==> config.mk <==
export PLATFORM = sky130hd
export DESIGN_NAME = da_fir3_seq
export DESIGN_NICKNAME = d
export VERILOG_FILES = /design/src/rtl/da_fir3_seq.sv
export SDC_FILE = /design/constraint.sdc
export NUM_CORES = 1
export LEC_CHECK = 0
export ABC_AREA = 1
export BUFFER_PORTS_ARGS = -buffer_cell sky130_fd_sc_hd__clkbuf_2
export CAP_MARGIN = 20
export CORE_MARGIN = 5
export CORE_UTILIZATION = 50
export CTS_CLUSTER_DIAMETER = 50
export DETAILED_ROUTE_END_ITERATION = 8
export PLACE_DENSITY = 0.8
export SYNTH_ARGS = -nofsm -noshare
export SYNTH_HDL_FRONTEND = slang
export SYNTH_SLANG_ARGS = --single-unit
==> constraint.sdc <==
create_clock -name clk -period 2.6 [get_ports clk]
set_input_delay 0.52 -clock clk [delete_from_list [all_inputs] [get_ports clk]]
set_output_delay 0.52 -clock clk [all_outputs]
set_load 0.05 [all_outputs]
==> src/rtl/da_fir3_seq.sv <==
// Bit-serial sequencer for a 3-tap distributed-arithmetic FIR (c0=-2, c1=3, c2=1).
// It latches one sample set and walks the three samples LSB-first over W cycles.
// Each cycle it presents the current bit triple as the table address and
// shift-accumulates the signed table word. The sign-bit cycle subtracts its term.
module da_fir3_seq #(
    parameter int W  = 8,
    parameter int LW = 4
) (
    input  logic                clk,
    input  logic                reset,
    input  logic                in_valid,
    output logic                in_ready,
    input  logic [W-1:0]        x0,
    input  logic [W-1:0]        x1,
    input  logic [W-1:0]        x2,
    output logic [2:0]          table_addr,
    input  logic [LW-1:0]       table_data,
    output logic [W+LW-1:0]     y,
    output logic                out_valid,
    input  logic                out_ready,
    output logic                busy
);

    localparam int OW = W + LW;
    localparam int CW = (W > 1) ? $clog2(W) : 1;

    typedef enum logic [1:0] {
        ST_IDLE = 2'd0,
        ST_RUN  = 2'd1,
        ST_DONE = 2'd2
    } state_t;

    state_t                 state_r;
    logic [CW-1:0]          cnt_r;
    logic [W-1:0]           s0_r;
    logic [W-1:0]           s1_r;
    logic [W-1:0]           s2_r;
    logic signed [OW-1:0]   acc_r;
    logic signed [OW-1:0]   y_r;
    logic                   out_valid_r;
    logic                   busy_r;
    logic [2:0]             table_addr_r;

    logic                   accept_s;
    logic                   last_s;
    logic signed [OW-1:0]   t_ext_s;
    logic signed [OW-1:0]   t_shift_s;

    // A new set can enter when idle, or when the finished result leaves this same edge.
    assign in_ready  = (state_r == ST_IDLE) | ((state_r == ST_DONE) & out_ready);
    assign accept_s  = in_valid & in_ready;
    assign last_s    = (cnt_r == CW'(W - 1));

    // Table word sign-extended to the full result width, weighted by the bit position.
    assign t_ext_s   = OW'($signed(table_data));
    assign t_shift_s = t_ext_s <<< cnt_r;

    assign y          = y_r;
    assign out_valid  = out_valid_r;
    assign busy       = busy_r;
    assign table_addr = table_addr_r;

    // Sequencer state, datapath and registered outputs.
    always_ff @(posedge clk) begin
        if (reset) begin
            state_r      <= ST_IDLE;
            cnt_r        <= {CW{1'b0}};
            s0_r         <= {W{1'b0}};
            s1_r         <= {W{1'b0}};
            s2_r         <= {W{1'b0}};
            acc_r        <= {OW{1'b0}};
            y_r          <= {OW{1'b0}};
            out_valid_r  <= 1'b0;
            busy_r       <= 1'b0;
            table_addr_r <= 3'd0;
        end else if (accept_s) begin
            // Accept from IDLE or from DONE (the latter also hands off the result).
            state_r      <= ST_RUN;
            cnt_r        <= {CW{1'b0}};
            s0_r         <= x0;
            s1_r         <= x1;
            s2_r         <= x2;
            acc_r        <= {OW{1'b0}};
            out_valid_r  <= 1'b0;
            busy_r       <= 1'b1;
            // Address is registered one step ahead so it matches the shift regs.
            table_addr_r <= {x2[0], x1[0], x0[0]};
        end else begin
            case (state_r)
                ST_IDLE: begin
                    state_r <= ST_IDLE;
                end
                ST_RUN: begin
                    s0_r <= s0_r >> 1;
                    s1_r <= s1_r >> 1;
                    s2_r <= s2_r >> 1;
                    if (last_s) begin
                        // Sign-bit slice carries negative weight.
                        y_r          <= acc_r - t_shift_s;
                        cnt_r        <= {CW{1'b0}};
                        state_r      <= ST_DONE;
                        out_valid_r  <= 1'b1;
                        busy_r       <= 1'b0;
                        table_addr_r <= 3'd0;
                    end else begin
                        acc_r        <= acc_r + t_shift_s;
                        cnt_r        <= cnt_r + CW'(1);
                        table_addr_r <= {s2_r[1], s1_r[1], s0_r[1]};
                    end
                end
                ST_DONE: begin
                    if (out_ready) begin
                        state_r     <= ST_IDLE;
                        out_valid_r <= 1'b0;
                    end else begin
                        state_r     <= ST_DONE;
                    end
                end
                default: begin
                    state_r      <= ST_IDLE;
                    out_valid_r  <= 1'b0;
                    busy_r       <= 1'b0;
                    table_addr_r <= 3'd0;
                end
            endcase
        end
    end

endmodule

==> key figures <==
Status
  • Outcome: finished, final reports clean

Timing
  • Setup-failing EPs final: 0
  • RSZ-0062 raised after global routing: false
  • Worst Tran Pin Value: 0.6648 ns
  • Hold_ws: 0.4259 ns
  • Maximum clock rate: 0.4271 GHz
  • Final hold vios: 0
  • Crit path time final: 2.341 ns
  • Headroom to the max-slew limit: 55.63%
  • Period utilization: 90.05%
  • Max-slew violations: 0
  • Fin Clk Skew: 0.01023 ns

Power and ir drop
  • P per Cell Area: 459.1 nW/um^2
  • Total power draw: 0.001936 W
  • VDD IR-drop max: 0.3121 mV
  • Lkg Pwr: 2.404 nW

Synth
  • Post-synthesis cell type count: 33
  • Commonest cells post-synth: nand2_1, inv_1, dfxtp_1, nand3_1, nor2_1
  • Fraction of synthesized cell area in xor and xnor cells: 0.9204%
  • Syn. warnings: 0
  • Count leader, synth: nand2_1
  • Compound-Gate Fraction of Synth Area: 11.01%
  • Mux share of post-synthesis cell area: 0%
  • Ys async rst share: 0%
  • Mapped Nets: 669
  • Yosys reg bits: 55
  • Post-synthesis instance total: 604
  • Avg Inst Size Synth: 6.302 sq um
  • Area contributors post-synth: dfxtp_1, nand2_1, ha_1
  • Top-area cell type share of the netlist area: 28.93%
  • Main flop type after synthesis: dfxtp_1
  • Simple logic cell fraction of the synthesized area: 34.65%
  • Post-synthesis adder-cell area fraction: 11.24%
  • Largest area contributor in the netlist: dfxtp_1
  • Largest family of logic cells by synthesized area: simple AND/OR/NAND/NOR gates
  • Post-synth EDFFs: 0
  • Post-synthesis sequential area ratio: 28.93%
  • Synthesized area: 3806 sq um

Layout
  • Final Util: 57.54%
  • Layout cells sized above 1: 12.17%
  • Layout Nets: 713
  • Layout area overhead: 10.82%
  • Non-Filler Instances: 748
  • Fill cells: 721
  • # diodes: 0

Min path
  • Hold Path End: s1_r[7]$_SDFFE_PP0P_
  • Worst hold-check path type: in -> reg
  • Min-delay src: x1[7]
  • Count of cells along the worst hold path: 3

Critical path
  • Critical path required time: 2.83 ns
  • RR Startpoint: cnt_r[0]$_SDFFE_PP0P_
  • Startpoint Class: register
  • Top cell by count, worst path: nand2_1
  • R2r setup slk: 0.26 ns
  • Reg2Reg Depth: 16
  • CP max-delay cell: dfxtp_1
  • CP max FO: 6
  • Biggest cell delay along the critical path: 0.42 ns
  • Worst EP arrival: 2.57 ns
  • Crit. End Element: register
  • Worst path cell trace: inv_1, nand2_1, o21ai_1, o21ai_1, o21ai_0, buf_4, ha_1, inv_1, a21oi_1, nand2_1, nand2_1, nand2_1, nand2_1, nand3_1, nand2_1, inv_1
  • Kind of critical path: reg -> reg
  • FF-to-FF End: acc_r[8]$_SDFFE_PP0P_

CTS
  • CTS root buffer: clkbuf_8
  • Num CTS Buffers: 5
  • Resize count post-CTS: 0
  • CTS tree: yes
  • Clk_lat worst skew: 0.32 ns
  • Clk sink count: 55
  • Max clock buf depth: 2
  • # Post-CTS Setup Buffers: 0
  • Hold-fix buffers at CTS: 0
  • Worst-path clk slew: 0.11 ns
  • H-tree depth: 2

Floorplan
  • Die area: 9458 sq um
  • Ports: 50
  • Rows: 31
  • CORE AREA: 7331 sq um
  • Die height: 97.25 um
  • Die W: 97.25 um
  • Initial core utilization: 51.92%

Detailed routing
  • DR WL met2: 3751 um
  • Post-route antenna net violation count: 0
  • Met3 wire length: 490 um
  • Number of DRC markers in iteration 0: 221
  • Via count: 3719
  • Post-Route WL: 8453 um
  • Post-Route M1 WL: 4076 um
  • DR vias/cell: 4.972
  • Average routed wire per standard cell: 11.30 um
  • Max layer used: met4
  • DRC viols: 0
  • Pre-antenna DRT Iters: 5

Placement
  • HPWL Detailed: 6568 um
  • Routability cong.: 0.9455
  • Number of port buffers: 49
  • Inst Count DP: 740

GRT
  • GRT overflow: 0
  • First-pass GRT wire length: 14610 um
  • Initial antenna violation count: 0
  • Vias in the first global route: 3334
  • Total Routing Usage GR: 17.76%
  • Largest net degree at the start of global routing: 32

Job
  • Max Cap Viol: 0
## area by class of cell
type                    count  area, sq um  area share (%)
flip-flops and latches     55         1101           26.11
clock buffers               5        68.82           1.632
well taps                  99        123.9           2.937
inverters                 104        397.9           9.433
repair buffers             55        290.3           6.882
clock inverters             3        22.52          0.5340
multi-input cells         427         2213           52.48
## logic make-up (layout without fill, tap and decap cells)
logic type      after synthesis  after routing
xor+xnor                      4              4
buf+inv                     122            167
fa+ha+maj                    33             33
simple gates                317            317
flops                        55             55
compound gates               73             73
## worst max-delay path, delay by kind of cell, from the launching register on
family                     cells  cell delay (ns)
AOI/OAI and AO/OA              4             0.52
adders and majority gates      1             0.35
buffers and inverters          4             0.41
DFF                            1             0.42
and+or+nand+nor                7             0.54
## sequential cells by signal, summed over array words and instances, names as in the netlist
register	count
out_valid	1
cnt_r	3
state_r	2
busy	1
table_addr	3
s2_r	7
s0_r	7
y	12
s1_r	7
acc_r	12
## worst max path at each step
stage | start | endpoint | cells past startpoint
finish | cnt_r[0]$_SDFFE_PP0P_ | acc_r[8]$_SDFFE_PP0P_ | 16
global route | cnt_r[0]$_SDFFE_PP0P_ | acc_r[9]$_SDFFE_PP0P_ | 12
CTS | cnt_r[0]$_SDFFE_PP0P_ | y[6]$_SDFFE_PP0P_ | 16
detailed placement | table_data[3] | y[6]$_SDFFE_PP0P_ | 17
global placement | table_data[3] | y[6]$_SDFFE_PP0P_ | 17
floorplan | table_data[1] | acc_r[11]$_SDFFE_PP0P_ | 18
## routing by layer
layer | global-route usage, % | up-vias
met3 | 2.872 | 13
met2 | 28.13 | 115
met4 | 5.644 | 0
met1 | 24.69 | 1633
met5 | 0 | -
li1 | - | 1958
## placed cells by master, fill, tap and decap left out, types with 4 or more instances in the layout
cell type	n
clkbuf_8	5
a31oi_1	4
o21ai_0	17
o211ai_1	4
o21a_1	7
a21oi_1	30
nand4_1	7
ha_1	28
inv_1	100
o21bai_1	4
nand3_1	55
dfxtp_1	55
o21ai_1	5
clkbuf_2	49
buf_4	6
nor2_1	55
nand2_1	189
## through the flow
step / area [sq um] / TNS [ns] / setup slack [ns]
finish: 4218 / 0 / 0.2588
global route: 4218 / 0 / 0.008216
CTS: 4205 / 0 / 0.1698
detailed placement: 4114 / -0.03794 / -0.02503
global placement: 4114 / 0 / 0.04883
floorplan: 3806 / 0 / 0.4262
## power by group
group	switching, W	internal (W)	total, W
Combinational	0.000340	0.000177	0.000517
Clock	0.000310	0.000196	0.000506
Sequential	0.0000287	0.000884	0.000913
No activity file was read; power rests on OpenSTA's default activity.
